File: config.mk
export PLATFORM = sky130hd
export DESIGN_NAME = mac_slave_regif
export DESIGN_NICKNAME = d
export VERILOG_FILES = /design/src/rtl/mac_regif_pkg.sv /design/src/rtl/mac_regif_fsm.sv /design/src/rtl/mac_slave_regif.sv
export SDC_FILE = /design/constraint.sdc
export NUM_CORES = 1
export LEC_CHECK = 0
export ABC_AREA = 1
export BUFFER_PORTS_ARGS = -buffer_cell sky130_fd_sc_hd__buf_2
export CAP_MARGIN = 20
export CORE_MARGIN = 2
export CORE_UTILIZATION = 38
export DETAILED_ROUTE_END_ITERATION = 8
export PLACE_DENSITY_LB_ADDON = 0.12
export SYNTH_ARGS = -nofsm -noshare
export SYNTH_HDL_FRONTEND = slang
export SYNTH_SLANG_ARGS = --single-unit
export TNS_END_PERCENT = 10
File: constraint.sdc
create_clock -name clk -period 2.7 [get_ports clk]
set_input_delay 0.135 -clock clk [delete_from_list [all_inputs] [get_ports clk]]
set_output_delay 0.135 -clock clk [all_outputs]
set_load 0.01 [all_outputs]
File: src/rtl/mac_regif_pkg.sv
// Shared constants for the MAC slave register interface: register map,
// STATUS bit positions and the control FSM state encoding.
package mac_regif_pkg;

    localparam int unsigned OFF_OPA    = 0;
    localparam int unsigned OFF_OPB    = 1;
    localparam int unsigned OFF_INT_EN = 2;
    localparam int unsigned OFF_START  = 3;
    localparam int unsigned OFF_CLEAR  = 4;
    localparam int unsigned OFF_STATUS = 5;
    localparam int unsigned OFF_RESULT = 6;

    // STATUS layout from bit 0: busy, done, ovfA, ovfB, opA_count, opB_count
    localparam int unsigned ST_BUSY_BIT = 0;
    localparam int unsigned ST_DONE_BIT = 1;
    localparam int unsigned ST_OVFA_BIT = 2;
    localparam int unsigned ST_OVFB_BIT = 3;
    localparam int unsigned ST_CNTA_LSB = 4;

    typedef enum logic [1:0] {
        ST_IDLE = 2'd0,
        ST_BUSY = 2'd1,
        ST_DONE = 2'd2
    } fsm_state_e;

endpackage

File: src/rtl/mac_regif_fsm.sv
// IDLE/BUSY/DONE control machine for the MAC engine, including the sticky
// done flag (set on engine completion, cleared by start, clear or W1C).
module mac_regif_fsm
    import mac_regif_pkg::*;
(
    input  logic       clk,
    input  logic       rst_n,
    input  logic       i_start_req,
    input  logic       i_clear_req,
    input  logic       i_op_done,
    input  logic       i_done_w1c,
    output fsm_state_e o_state,
    output logic       o_done,
    output logic       o_start_ok_c
);

    fsm_state_e r_state;
    fsm_state_e w_state_nxt;
    logic       r_done;
    logic       w_done_nxt;

    always_ff @(posedge clk or negedge rst_n) begin
        if (!rst_n) begin
            r_state <= ST_IDLE;
            r_done  <= 1'b0;
        end else begin
            r_state <= w_state_nxt;
            r_done  <= w_done_nxt;
        end
    end

    // Clear overrides everything; a completion in the same cycle as a W1C wins
    always_comb begin
        w_state_nxt  = r_state;
        w_done_nxt   = r_done;
        o_start_ok_c = 1'b0;
        if (i_done_w1c) begin
            w_done_nxt = 1'b0;
        end
        if (i_clear_req) begin
            w_state_nxt = ST_IDLE;
            w_done_nxt  = 1'b0;
        end else begin
            case (r_state)
                ST_IDLE, ST_DONE: begin
                    if (i_start_req) begin
                        w_state_nxt  = ST_BUSY;
                        w_done_nxt   = 1'b0;
                        o_start_ok_c = 1'b1;
                    end
                end
                ST_BUSY: begin
                    if (i_op_done) begin
                        w_state_nxt = ST_DONE;
                        w_done_nxt  = 1'b1;
                    end
                end
                default: w_state_nxt = ST_IDLE;
            endcase
        end
    end

    assign o_state = r_state;
    assign o_done  = r_done;

endmodule

File: src/rtl/mac_slave_regif.sv
// Slave register interface for a MAC engine: operand pushes, start/clear
// control, status/result readback and a done interrupt.
module mac_slave_regif
    import mac_regif_pkg::*;
#(
    parameter int unsigned DATA_W     = 32,
    parameter int unsigned ADDR_W     = 8,
    parameter int unsigned FIFO_DEPTH = 8,
    parameter int unsigned RES_DEPTH  = 8,
    localparam int unsigned CNT_W     = $clog2(FIFO_DEPTH) + 1,
    localparam int unsigned RA_W      = (RES_DEPTH > 1) ? $clog2(RES_DEPTH) : 1
) (
    input  logic              clk,
    input  logic              reset_n,
    input  logic              S_sel,
    input  logic              S_wr,
    input  logic [ADDR_W-1:0] S_address,
    input  logic [DATA_W-1:0] S_din,
    output logic [DATA_W-1:0] S_dout,
    output logic [DATA_W-1:0] opA_data,
    output logic [DATA_W-1:0] opB_data,
    output logic              opA_we,
    output logic              opB_we,
    input  logic [CNT_W-1:0]  opA_count,
    input  logic [CNT_W-1:0]  opB_count,
    output logic              op_start,
    output logic              op_mode,
    output logic              op_clear,
    input  logic              op_done,
    input  logic [DATA_W-1:0] result,
    output logic [RA_W-1:0]   rAddr,
    output logic              m_interrupt
);

    localparam int unsigned ST_CNTB_LSB = ST_CNTA_LSB + CNT_W;

    logic              w_wr, w_rd;
    logic              w_wr_opa, w_wr_opb, w_push_a, w_push_b;
    logic              w_wr_status, w_start_req, w_clear_req, w_rd_result;
    logic              w_done, w_busy, w_start_ok_c;
    fsm_state_e        w_state;
    logic [DATA_W-1:0] w_status;

    logic [DATA_W-1:0] r_opa_data, r_opb_data;
    logic              r_opa_we, r_opb_we;
    logic              r_op_start, r_op_mode, r_op_clear;
    logic              r_ovf_a, r_ovf_b, r_int_en, r_irq;
    logic [RA_W-1:0]   r_raddr;

    assign w_wr        = S_sel & S_wr;
    assign w_rd        = S_sel & ~S_wr;
    assign w_wr_opa    = w_wr & (S_address == ADDR_W'(OFF_OPA));
    assign w_wr_opb    = w_wr & (S_address == ADDR_W'(OFF_OPB));
    assign w_push_a    = w_wr_opa & (opA_count < CNT_W'(FIFO_DEPTH));
    assign w_push_b    = w_wr_opb & (opB_count < CNT_W'(FIFO_DEPTH));
    assign w_wr_status = w_wr & (S_address == ADDR_W'(OFF_STATUS));
    assign w_start_req = w_wr & (S_address == ADDR_W'(OFF_START)) & S_din[0];
    assign w_clear_req = w_wr & (S_address == ADDR_W'(OFF_CLEAR)) & S_din[0];
    assign w_rd_result = w_rd & (S_address == ADDR_W'(OFF_RESULT));
    assign w_busy      = (w_state == ST_BUSY);

    mac_regif_fsm u_fsm (
        .clk          (clk),
        .rst_n        (reset_n),
        .i_start_req  (w_start_req),
        .i_clear_req  (w_clear_req),
        .i_op_done    (op_done),
        .i_done_w1c   (w_wr_status & S_din[ST_DONE_BIT]),
        .o_state      (w_state),
        .o_done       (w_done),
        .o_start_ok_c (w_start_ok_c)
    );

    // Operand pushes and control pulses
    always_ff @(posedge clk or negedge reset_n) begin
        if (!reset_n) begin
            r_opa_data <= '0;
            r_opb_data <= '0;
            r_opa_we   <= 1'b0;
            r_opb_we   <= 1'b0;
            r_op_start <= 1'b0;
            r_op_mode  <= 1'b0;
            r_op_clear <= 1'b0;
        end else begin
            r_opa_we   <= w_push_a;
            r_opb_we   <= w_push_b;
            r_op_start <= w_start_ok_c;
            r_op_clear <= w_clear_req;
            if (w_push_a) r_opa_data <= S_din;
            if (w_push_b) r_opb_data <= S_din;
            if (w_start_ok_c) r_op_mode <= S_din[1];
        end
    end

    // Sticky overflow flags, interrupt enable, result pointer, interrupt
    always_ff @(posedge clk or negedge reset_n) begin
        if (!reset_n) begin
            r_ovf_a  <= 1'b0;
            r_ovf_b  <= 1'b0;
            r_int_en <= 1'b0;
            r_raddr  <= '0;
            r_irq    <= 1'b0;
        end else begin
            r_irq <= r_int_en & w_done;
            if (w_wr & (S_address == ADDR_W'(OFF_INT_EN))) r_int_en <= S_din[0];
            if (w_clear_req) begin
                r_ovf_a <= 1'b0;
                r_ovf_b <= 1'b0;
                r_raddr <= '0;
            end else begin
                if (w_wr_opa & ~w_push_a) r_ovf_a <= 1'b1;
                else if (w_wr_status & S_din[ST_OVFA_BIT]) r_ovf_a <= 1'b0;
                if (w_wr_opb & ~w_push_b) r_ovf_b <= 1'b1;
                else if (w_wr_status & S_din[ST_OVFB_BIT]) r_ovf_b <= 1'b0;
                if (w_rd_result) begin
                    if (r_raddr == RA_W'(RES_DEPTH - 1)) r_raddr <= '0;
                    else r_raddr <= r_raddr + RA_W'(1);
                end
            end
        end
    end

    always_comb begin
        w_status                       = '0;
        w_status[ST_BUSY_BIT]          = w_busy;
        w_status[ST_DONE_BIT]          = w_done;
        w_status[ST_OVFA_BIT]          = r_ovf_a;
        w_status[ST_OVFB_BIT]          = r_ovf_b;
        w_status[ST_CNTA_LSB +: CNT_W] = opA_count;
        w_status[ST_CNTB_LSB +: CNT_W] = opB_count;
    end

    // Combinational read mux; unmapped and write-only offsets read 0
    always_comb begin
        S_dout = '0;
        if (w_rd) begin
            case (S_address)
                ADDR_W'(OFF_INT_EN): S_dout = DATA_W'(r_int_en);
                ADDR_W'(OFF_STATUS): S_dout = w_status;
                ADDR_W'(OFF_RESULT): S_dout = result;
                default:             S_dout = '0;
            endcase
        end
    end

    assign opA_data    = r_opa_data;
    assign opB_data    = r_opb_data;
    assign opA_we      = r_opa_we;
    assign opB_we      = r_opb_we;
    assign op_start    = r_op_start;
    assign op_mode     = r_op_mode;
    assign op_clear    = r_op_clear;
    assign rAddr       = r_raddr;
    assign m_interrupt = r_irq;

endmodule
# After elaboration in Yosys (flattened, before gate mapping)
# Index checks and enable logic that the tools add are counted.
# W data, S select, Z words.
dict set report word_totals {
  out_inout_bits 105
  regBits 79
}
dict set report classes {
  muxes 23
  bitwise_logic 22
  eq_ne 11
  addsub 1
  reduce_logical 7
  order_cmp 2
}
# op count
set op_table {}
lappend op_table {{$pmux W32 S3} 1}
lappend op_table {{$mux W32} 1}
lappend op_table {{$eq A8 B3 Y1 const B} 3}
lappend op_table {{$and A1 B1 Y1} 19}
lappend op_table {{$eq A8 B2 Y1 const B} 2}
lappend op_table {{$mux W1} 13}
lappend op_table {{$mux W3} 3}
lappend op_table {{$eq A8 B1 Y1 const B} 1}
lappend op_table {{$logic_not A8 Y1} 1}
lappend op_table {{$lt A4 B4 Y1 const B} 2}
lappend op_table {{$mux W2} 3}
lappend op_table {{$reduce_bool A3 Y1} 2}
lappend op_table {{$pmux W2 S2} 1}
lappend op_table {{$add A3 B1 Y3 const B} 1}
lappend op_table {{$eq A3 B3 Y1 const B} 1}
lappend op_table {{$ne A3 B2 Y1 const B} 1}
lappend op_table {{$ne A3 B3 Y1 const B} 1}
lappend op_table {{$not A1 Y1} 3}
lappend op_table {{$eq A2 B1 Y1 const B} 1}
lappend op_table {{$eq A2 B2 Y1 const B} 1}
lappend op_table {{$logic_not A2 Y1} 1}
lappend op_table {{$pmux W1 S2} 1}
lappend op_table {{$reduce_and A2 Y1} 1}
lappend op_table {{$reduce_bool A2 Y1} 1}
lappend op_table {{$reduce_or A2 Y1} 1}

# Longest topological paths before layout
# Gate-level depths: netlist (run 1).
dict set report logic_depth {
  ltp_word 7
  mapped_depth 10
}

# Cells and area by module
# From an unflattened synthesis (run 1), not the netlist that was laid out.
dict set report unflattened {
  cells_unflattened 447
  area_unflattened_um2 3822.4
}
# mod cells_per_inst instances area_per_inst_um2
set by_module_without_submodules {}
lappend by_module_without_submodules {mac_slave_regif 428 1 3681.0}
lappend by_module_without_submodules {mac_regif_fsm 19 1 141.4}

# Worst setup path before layout (run 1)
# OpenSTA, ideal clock, no wires.
dict set report synth_path {
  path_type {reg2reg}
  from {register r_raddr[0] (netlist: rAddr[0])}
  to {register r_raddr[0] (netlist: rAddr[0])}
  required_ns 2.617
  setup_time_ns 0.083
  stages_incl_launch_ff 5
  path_slack_ns 1.443
  t_arrival_ns 1.175
  path_buffers 0
  synth_period_minus_slack_ns 1.257
  path_cell_list {dfrtp_1 -> ha_1 -> ha_1 -> or2_2 -> o21ai_0}
}
dict set report synth_between {
  elab_chain_len 4
  word_cells_on_any_way 5
  classes_between {add/sub: 1; eq/ne: 1; mux: 3}
}
# item line_no
set synth_rtl {}
lappend synth_rtl {{start, declared} mac_slave_regif.sv:48} ;# logic [RA_W-1:0] r_raddr;
lappend synth_rtl {{start signal, assigned} mac_slave_regif.sv:117} ;# else r_raddr <= r_raddr + RA_W'(1);
lappend synth_rtl {{$add A3 B1 Y3 or $eq A3 B3 Y1 (tied branches)} {mac_slave_regif.sv:117, mac_slave_regif.sv:116}}
lappend synth_rtl {{$mux W3 *} mac_slave_regif.sv:116} ;# if (r_raddr == RA_W'(RES_DEPTH - 1)) r_raddr <= '0;
lappend synth_rtl {{$mux W3 *} mac_slave_regif.sv:115} ;# if (w_rd_result) begin
lappend synth_rtl {{$mux W3 *} mac_slave_regif.sv:106} ;# if (w_clear_req) begin
# Mark *: on every way between the ends. The rest lies on a longest branch, timed or not. The select of a mux whose other input is x is not followed.
# A chain may end at the register's enable or synchronous reset.

# Worst setup path after layout (run 1)
dict set report layout_path {
  from {input port S_address[0]}
  to {output port S_dout[25]}
}
dict set report layout_between {
  elab_chain_len 3
  word_cells_on_any_way 5
  classes_between {eq/ne: 3; mux: 2}
}
# item line_no
set layout_rtl {}
lappend layout_rtl {{start, declared} mac_slave_regif.sv:17} ;# input logic [ADDR_W-1:0] S_address,
lappend layout_rtl {{$eq A8 B3 Y1 or $eq A8 B2 Y1 (tied branches)} mac_slave_regif.sv:137} ;# case (S_address)
lappend layout_rtl {{$pmux W32 S3 *} mac_slave_regif.sv:137}
lappend layout_rtl {{$mux W32 *} mac_slave_regif.sv:136} ;# if (w_rd) begin
lappend layout_rtl {{end, declared} mac_slave_regif.sv:19} ;# output logic [DATA_W-1:0] S_dout,
# Mark *: on every way between the ends. The rest lies on a longest branch, timed or not.

==> results of run 1 <==
[state kept, by name (all words and copies together) (netlist names), 2 cells and up]
name	cells
opA_data	32
opB_data	32
rAddr	3
u_fsm.o_state	2
[cell families (layout without fill, tap and decap cells)]
kind of cell	Yosys count	after routing	synth area share (%)
AND/OR/NAND/NOR	202	202	24.6
flip-flops	79	79	53.9
AO/OA/AOI/OAI	71	71	9.68
buffers and inverters	99	288	11.1
adder cells (fa/ha/maj)	2	2	0.682
[report_power, final]
group	leakage (nW)	switching [W]	internal [W]	total, W
sequential	1.10	0.00000998	0.00120	0.00121
clock	0.0895	0.000401	0.000427	0.000828
combinational	1.85	0.000107	0.0000763	0.000183
total	3.04	0.000518	0.00170	0.00222
[critical path: stages]
cell     delay [ps]
buf_2           120
inv_1            60
nand2_1         130
nor3_4          480
nand2_2         360
nor2_1          180
buf_2           150
[area by class of cell]
cell class,instances,share of cell area [%]
inverters,82,6.31
well taps,129,3.31
multi-input cells,275,26.3
clock inverters,5,1.21
repair buffers,190,19.6
flip-flops and latches,79,40.5
clock buffers,11,2.69
[final timing paths]
| kind | to | slack [ps] | depth (start not counted) |
|---|---|---|---|
| worst max-delay path | S_dout[25] | 940 | 7 |
| worst min-delay path | opB_we | 30 | 2 |
| worst max register to register | rAddr[0] | 1410 | 4 |
| worst min register to register | op_mode | 480 | 2 |
| max in group asynchronous | op_mode | 1590 | 2 |
| min in group asynchronous | opB_data[17] | 480 | 2 |
[cell usage after synthesis, drive strengths merged]
cell type,instances
nand3b,3
nor2,48
dfrtp,79
nor3,6
a21oi,4
buf,17
or2,1
inv,82
nand2,126
nand4,2
o21ai,67
ha,2
nand3,16
[metrics by stage]
stage	power, W	setup WS, ps	hold slack [ps]	util, %
global route	0.00235	711	26.3	52.5
global placement	0.00141	959	360	50.4
CTS	0.00226	904	14.2	52.5
finish	0.00222	941	31.1	52.5
detailed placement	0.00142	906	357	50.4
floorplan	0.00130	1440	-161	-
[per-layer routing]
layer | up-vias | track usage [%]
li1 | 1752 | -
met5 | - | 0
met3 | 5 | 5.34
met4 | 0 | 3.08
met1 | 1527 | 23.1
met2 | 106 | 29.7
[timing repair]
item | CTS | global route
buffers inserted | 0 | 0
hold buffers | 1 | 0
endpoints found under the setup margin | 0 | 0
hold endpoints to repair | 79 | 0
==> flow_metrics.tcl, run 1 <==
set metrics [dict create \
    dr.first_iter.drc_count 101 \
    layout_common_cells "188 x buf_2, 122 x nand2_1, 79 x dfrtp_1, 75 x inv_1, 64 x o21ai_1" \
    die_y_um 102 \
    cts-buffers-inserted 9 \
    die_w_um 102 \
    cp-start-kind "input pin" \
    seq_area_frac_synth_pct 53.9 \
    synthesis.area_sq_um 3670 \
    syn-num-nets 540 \
    post-route-cell-area_sq_um 4880 \
    tightest_slew_ps 963 \
    yosysWarnings 0 \
    htreeDepth 3 \
    path_clk_slew_ps 70 \
    wirelength_mm 9.17 \
    cts_resized 0 \
    grt_start_max_net_pins 80 \
    setup_violations 0 \
    num_io_pins 190 \
    status "finished, final reports clean" \
    syn_avg_cell_area_sq_um 8.10 \
    drt-pass1-iter-count 4 \
    finalHoldViolCount 0 \
    drv_cap 0 \
    root_buffer "clkbuf_8" \
    layout_min_cycle_time_ps 1760 \
    seqCellArea_sq_um 1980 \
    tns_ps 0 \
    worstPathMaxFanout 24 \
    max-vdd-ir-drop_mv 0.293 \
    synth-seq-cells 79 \
    vias 3390 \
    insertion_delay_ps 340 \
    wire_per_inst_um 11.9 \
    gr-total-overflow 0 \
    hp-class "input pin to flop" \
    grt_setup_unrepaired "false" \
    power.density_nw_per_um2 455 \
    final_antenna_net_count 0 \
    num_antenna_cells 0 \
    end_kind "output pin" \
    dpl.cell_count 754 \
    drc_errors 0 \
    initial_core_util_pct 39.5 \
    nNetsFinal 724 \
    dr_wl_met2_mm 4.39 \
    avgViaCountPerCell 4.40 \
    layout-drive-gt1-share_pct 34.9 \
    yosys.cell_types.count 23 \
    num-fill-cells 958 \
    routedLengthMet1_mm 4.08 \
    crit_arrival_ps 1620 \
    dpl-instance-area_sq_um 4680 \
    holdCritStartpoint "opB_count[3]" \
    cts.sink_count 79 \
    syn_inst 453 \
    route.met3.wl_um 651 \
    final_common_cell "buf_2" \
    dpl.hpwl_mm 6.88 \
    grt_pass1_vias 3131 \
    crit_start "S_address[0]" \
    grtUsageTotal_pct 17.7 \
    globalplace.congestion 0.848 \
    criticalPathCategory "input pin to output pin" \
    cts_tree "built" \
    cts_max_path_buffers 2 \
    r2r-start "rAddr[0]" \
    routed.top_layer "met4" \
    final_max_slew_viol_count 0 \
    grt_pass1_wl_mm 14.6 \
    p_leak_nw 3.04 \
    relSlewSlack_pct 35.8 \
    synth_top_area_share_pct 53.9 \
    core_area_sq_um 9280 \
    synth_area_leaders "dfrtp_1 54%, nand2_1 12%, o21ai_1 8.7%" \
    synth.largest_area_cell "dfrtp_1" \
    skew_ps 3.05 \
    stdcell_count 771 \
    area_delta_synth_final_pct 32.9 \
    multi_input_area_sq_um 1280 \
    period_share_pct 65.2 \
    antenna_found_initial 0 \
    port_buffers 189 \
    max_freq_mhz 568 \
    core.rowCount 35 \
    die_area_sq_um 10500 \
    critPathRequiredTime_ps 2570 \
]
Note: power is estimated with default switching activity, not from simulation.
==> inputs of run 2 (changes only) <==
==> constraint.sdc (replaced) <==
create_clock -name clk -period 1.4 [get_ports clk]
set_input_delay 0.07 -clock clk [delete_from_list [all_inputs] [get_ports clk]]
set_output_delay 0.07 -clock clk [all_outputs]
set_load 0.01 [all_outputs]
==> run 2 against run 1 <==
Against the previous run:
- non-clock buffer count rose by 39
- critical path depth shrank 1
- design area up 9.1%
- sequential cell count is the same
- clock power increased by 93%
- global-route usage up 0.93 points
- setup slack worse by 910 ps
- routed wire length is 6.1% higher
- sequential power is 93% higher
- clock skew hardly changed
- clock-buffer cell count stayed put
- via count rose by 3.9%
- critical endpoint is now S_dout[0]
==> flow_metrics.tcl, run 2 (synthesized netlist as in run 1, its figures left out) <==
set metrics [dict create \
    core_area_sq_um 9280 \
    final_max_slew_viol_count 0 \
    insertion_delay_ps 330 \
    routedLengthMet1_mm 4.28 \
    root_buffer "clkbuf_8" \
    die_area_sq_um 10500 \
    status "finished, final reports clean" \
    dp_slack_ps -29.8 \
    critPathRequiredTime_ps 1330 \
    multi_input_area_sq_um 1310 \
    crit_arrival_ps 1300 \
    gr-total-overflow 0 \
    worstPathMaxFanout 3 \
    antenna_found_initial 0 \
    initial_core_util_pct 39.5 \
    core.rowCount 35 \
    grt_pass1_vias 3388 \
    dpl.hpwl_mm 7.01 \
    area_delta_synth_final_pct 45.1 \
    port_buffers 189 \
    power.density_nw_per_um2 821 \
    crit_top_cell "nor2_1" \
    skew_ps 3.28 \
    die_w_um 102 \
    combPwrFrac_pct 10.0 \
    avgViaCountPerCell 4.35 \
    cts.sink_count 79 \
    p_int_w 0.00335 \
    cp-start-kind "flop" \
    wire_per_inst_um 12.0 \
    grt_start_max_net_pins 80 \
    routed.top_layer "met4" \
    ff2ff_setup_slack_ps 120 \
    path_clk_slew_ps 70 \
    dr.first_iter.drc_count 112 \
    drv_cap 0 \
    grt_setup_unrepaired "true" \
    htreeDepth 3 \
    nNetsFinal 763 \
    dpl-instance-area_sq_um 4780 \
    tightest_slew_ps 404 \
    p_leak_nw 3.25 \
    cts_max_path_buffers 2 \
    path_cells "nor2_4 > nand2_1 > o21ai_1 > nor2_1 > nor2_1 > buf_2" \
    slowest_stage "dfrtp_1" \
    grt_pass1_wl_mm 15.3 \
    finalHoldViolCount 0 \
    worst_path_largest_cell_delay_ps 430 \
    die_y_um 102 \
    layout-drive-gt1-share_pct 34.5 \
    drc_errors 0 \
    end_kind "output pin" \
    max-vdd-ir-drop_mv 0.481 \
    route.met3.wl_um 629 \
    power_frac_seq_pct 53.4 \
    cts_tree "built" \
    whs_ps 31.7 \
    num_antenna_cells 0 \
    relSlewSlack_pct 73.0 \
    fin_ws_ps 34.1 \
    hp-class "input pin to flop" \
    globalplace.congestion 0.786 \
    criticalPathCategory "flop to output pin" \
    final_common_cell "buf_2" \
    setup_violations 0 \
    swShare_pct 23.3 \
    num_io_pins 190 \
    post-route-cell-area_sq_um 5320 \
    grtUsageTotal_pct 18.6 \
    power_w 0.00437 \
    period_share_pct 97.6 \
    layout_min_cycle_time_ps 1370 \
    cts-buffers-inserted 9 \
    wirelength_mm 9.73 \
    num-fill-cells 921 \
    vias 3522 \
    tns_ps 0 \
    seqCellArea_sq_um 1980 \
    max_freq_mhz 732 \
    dr_wl_met2_mm 4.68 \
    switchingPower_w 0.00102 \
    final_antenna_net_count 0 \
    clkPwrFrac_pct 36.6 \
    layout_common_cells "188 x buf_2, 121 x nand2_1, 79 x dfrtp_1, 74 x inv_1, 65 x o21ai_1" \
    drt-pass1-iter-count 4 \
]
==> run 2: metal layers <==
layer / up-vias / global-route usage (%)
met5: - / 0
met4: 0 / 5.85
met3: 10 / 5.88
met2: 113 / 31.6
met1: 1574 / 22.7
li1: 1825 / -
==> run 2: through the flow <==
stage	cells	util (%)
floorplan	453	-
global placement	761	51.5
detailed placement	761	51.5
CTS	810	57.2
global route	810	57.3
finish	810	57.3
==> run 2: timing repair <==
item / 4_1_cts / 5_1_grt
gates resized for setup: 4 / 4
endpoints found under the hold margin: 140 / 0
buffers inserted: 0 / 0
endpoints found under the setup margin: 12 / 32
hold buffers: 33 / 0
gates cloned: 0 / 0
pin swaps: 2 / 1
==> run 2: layout make-up <==
cell class | instances | share of cell area, %
flip-flops and latches | 79 | 37.1
repair buffers | 229 | 25.9
multi-input cells | 275 | 24.5
inverters | 82 | 5.78
well taps | 129 | 3.03
clock buffers | 11 | 2.47
clock inverters | 5 | 1.10
==> run 2: power groups by stage <==
stage / Clock (W) / Combinational, W / Sequential (W)
final: 0.00160 / 0.000438 / 0.00233
after CTS: 0.00168 / 0.000440 / 0.00233
after global routing: 0.00178 / 0.000494 / 0.00234
after floorplan: 0 / 0.000115 / 0.00239
after detailed placement: 0 / 0.000368 / 0.00238
after global placement: 0 / 0.000361 / 0.00238
==> run 2: worst max-delay path: cells and delay by family (launching register included) <==
family | cells | cell delay (ps)
and+or+nand+nor | 4 | 340
AOI/OAI and AO/OA | 1 | 70
DFF | 1 | 430
buffers and inverters | 1 | 130
==> run 2: worst paths after layout <==
kind / startpoint / endpoint / cells after the start
hold reg to reg: opB_data[3] / opB_data[3] / 2
hold / removal: S_din[2] / opB_data[2] / 3
setup / recovery: u_fsm.o_state[1] / S_dout[0] / 6
max in group asynchronous: reset_n / opA_data[2] / 3
min in group asynchronous: reset_n / opB_data[17] / 3
setup reg to reg: rAddr[0] / rAddr[0] / 4
==> inputs of run 3 (changes only) <==
==> constraint.sdc (replaced) <==
create_clock -name clk -period 1.7 [get_ports clk]
set_input_delay 0.085 -clock clk [delete_from_list [all_inputs] [get_ports clk]]
set_output_delay 0.085 -clock clk [all_outputs]
set_load 0.01 [all_outputs]
==> run 3 against run 2 <==
Against the previous run:
- first-iteration DRC count is 20% lower
- sequential share of layout area is 0.46 points higher
- combinational power is 21% lower
- design area is 1.2% lower
- non-clock buffer count is 7 lower
- clock power is 5% lower
- clock-buffer cell count stayed put
- routed wire length is 1.4% lower
- critical path type is now input pin to output pin
- highest routed layer unchanged
==> flow_metrics.tcl, run 3 (synthesized netlist as in run 1, its figures left out) <==
set metrics [dict create \
    cts_max_path_buffers 2 \
    cts-buffers-inserted 9 \
    grt_pass1_vias 3330 \
    die_y_um 102 \
    grt_setup_unrepaired "false" \
    nNetsFinal 756 \
    layout_common_cells "188 x buf_2, 122 x nand2_1, 79 x dfrtp_1, 75 x inv_1, 64 x o21ai_1" \
    tns_ps 0 \
    cts.sink_count 79 \
    critPathRequiredTime_ps 1620 \
    globalplace.congestion 0.871 \
    num_antenna_cells 0 \
    dr.first_iter.drc_count 90 \
    layout_min_cycle_time_ps 1510 \
    die_area_sq_um 10500 \
    power.density_nw_per_um2 719 \
    wire_per_inst_um 11.9 \
    path_clk_slew_ps 70 \
    drc_errors 0 \
    wirelength_mm 9.59 \
    drv_cap 0 \
    period_share_pct 88.6 \
    criticalPathCategory "input pin to output pin" \
    tightest_slew_ps 515 \
    worst_path_largest_cell_delay_ps 370 \
    grt_start_max_net_pins 65 \
    core_area_sq_um 9280 \
    end_kind "output pin" \
    status "finished, final reports clean" \
    insertion_delay_ps 340 \
    p_leak_nw 3.23 \
    dp_slack_ps 125 \
    skew_ps 4.12 \
    port_buffers 189 \
    antenna_found_initial 0 \
    max-vdd-ir-drop_mv 0.459 \
    num-fill-cells 923 \
    worstPathMaxFanout 10 \
    avgViaCountPerCell 4.41 \
    path_cells "buf_2 > nor2_4 > nand2_4 > nor3_4 > buf_4 > nand2_1 > nand2_1 > inv_2 > nor2_1 > buf_2" \
    setup_violations 0 \
    max_freq_mhz 664 \
    layout-drive-gt1-share_pct 34.3 \
    finalHoldViolCount 0 \
    final_antenna_net_count 0 \
    area_delta_synth_final_pct 43.3 \
    core.rowCount 35 \
    hp-class "input pin to flop" \
    fin_ws_ps 193 \
    grt_pass1_wl_mm 15.0 \
    gr-total-overflow 0 \
    drt-pass1-iter-count 4 \
    slowest_stage "nor3_4" \
    dpl.hpwl_mm 7.08 \
    relSlewSlack_pct 65.6 \
    root_buffer "clkbuf_8" \
    grtUsageTotal_pct 18.2 \
    htreeDepth 3 \
    final_max_slew_viol_count 0 \
    initial_core_util_pct 39.5 \
    crit_arrival_ps 1420 \
    num_io_pins 190 \
    vias 3538 \
    cts_tree "built" \
    cp-start-kind "input pin" \
    final_common_cell "buf_2" \
    die_w_um 102 \
]
## run 3: power breakdown
part	internal, W	switching, W	leakage (nW)	total [W]
sequential	0.00191	0.0000153	1.10	0.00192
combinational	0.000167	0.000180	2.02	0.000346
clock	0.000867	0.000648	0.110	0.00152
## run 3: stage by stage
stage | area (sq um) | total power [W] | hold WS (ps) | util, % | instances
floorplan | 3670 | 0.00206 | -211 | - | 453
detailed placement | 4760 | 0.00226 | -3.67 | 51.3 | 760
CTS | 5250 | 0.00384 | 0.951 | 56.6 | 803
global placement | 4760 | 0.00225 | -9.14 | 51.3 | 760
global route | 5260 | 0.00397 | 7.46 | 56.6 | 803
finish | 5260 | 0.00378 | 16.0 | 56.6 | 803
## run 3: timing repair
| action | CTS | global route |
|---|---|---|
| hold buffers | 27 | 0 |
| setup buffers | 0 | 0 |
| setup endpoints to repair | 0 | 17 |
| gates resized for setup | 0 | 1 |
| hold endpoints to repair | 128 | 0 |
## run 3: worst max-delay path: cells and delay by family
family	cells	cell delay [ps]
AND/OR/NAND/NOR	6	820
buffers and inverters	4	510
## run 3: path summary, 6_finish.rpt
path                              startpoint      endpoint  slack, ps  cells after the start
worst min-delay path                S_din[4]   opB_data[4]         20                      3
worst max-delay path            S_address[5]     S_dout[5]        190                     10
min in group asynchronous            reset_n  opB_data[13]        180                      2
worst max register to register      rAddr[0]      rAddr[0]        430                      4
max in group asynchronous            reset_n  opB_data[30]        990                      3
worst min register to register       op_mode       op_mode        490                      2
## run 3: layout make-up
cell class | instances | area [sq um] | area share [%]
clock buffers | 11 | 141 | 2.69
clock inverters | 5 | 81.3 | 1.55
inverters | 82 | 308 | 5.85
multi-input cells | 275 | 1290 | 24.5
flip-flops and latches | 79 | 1980 | 37.6
well taps | 129 | 161 | 3.07
repair buffers | 222 | 1300 | 24.7
## run 3: layer usage
| metal | global-route usage, % | share of wire (%) |
|---|---|---|
| met1 | 22.6 | 43 |
| met2 | 31.8 | 50 |
| met3 | 5.81 | 7.2 |
| met4 | 3.08 | 0.30 |
| met5 | 0 | 0 |
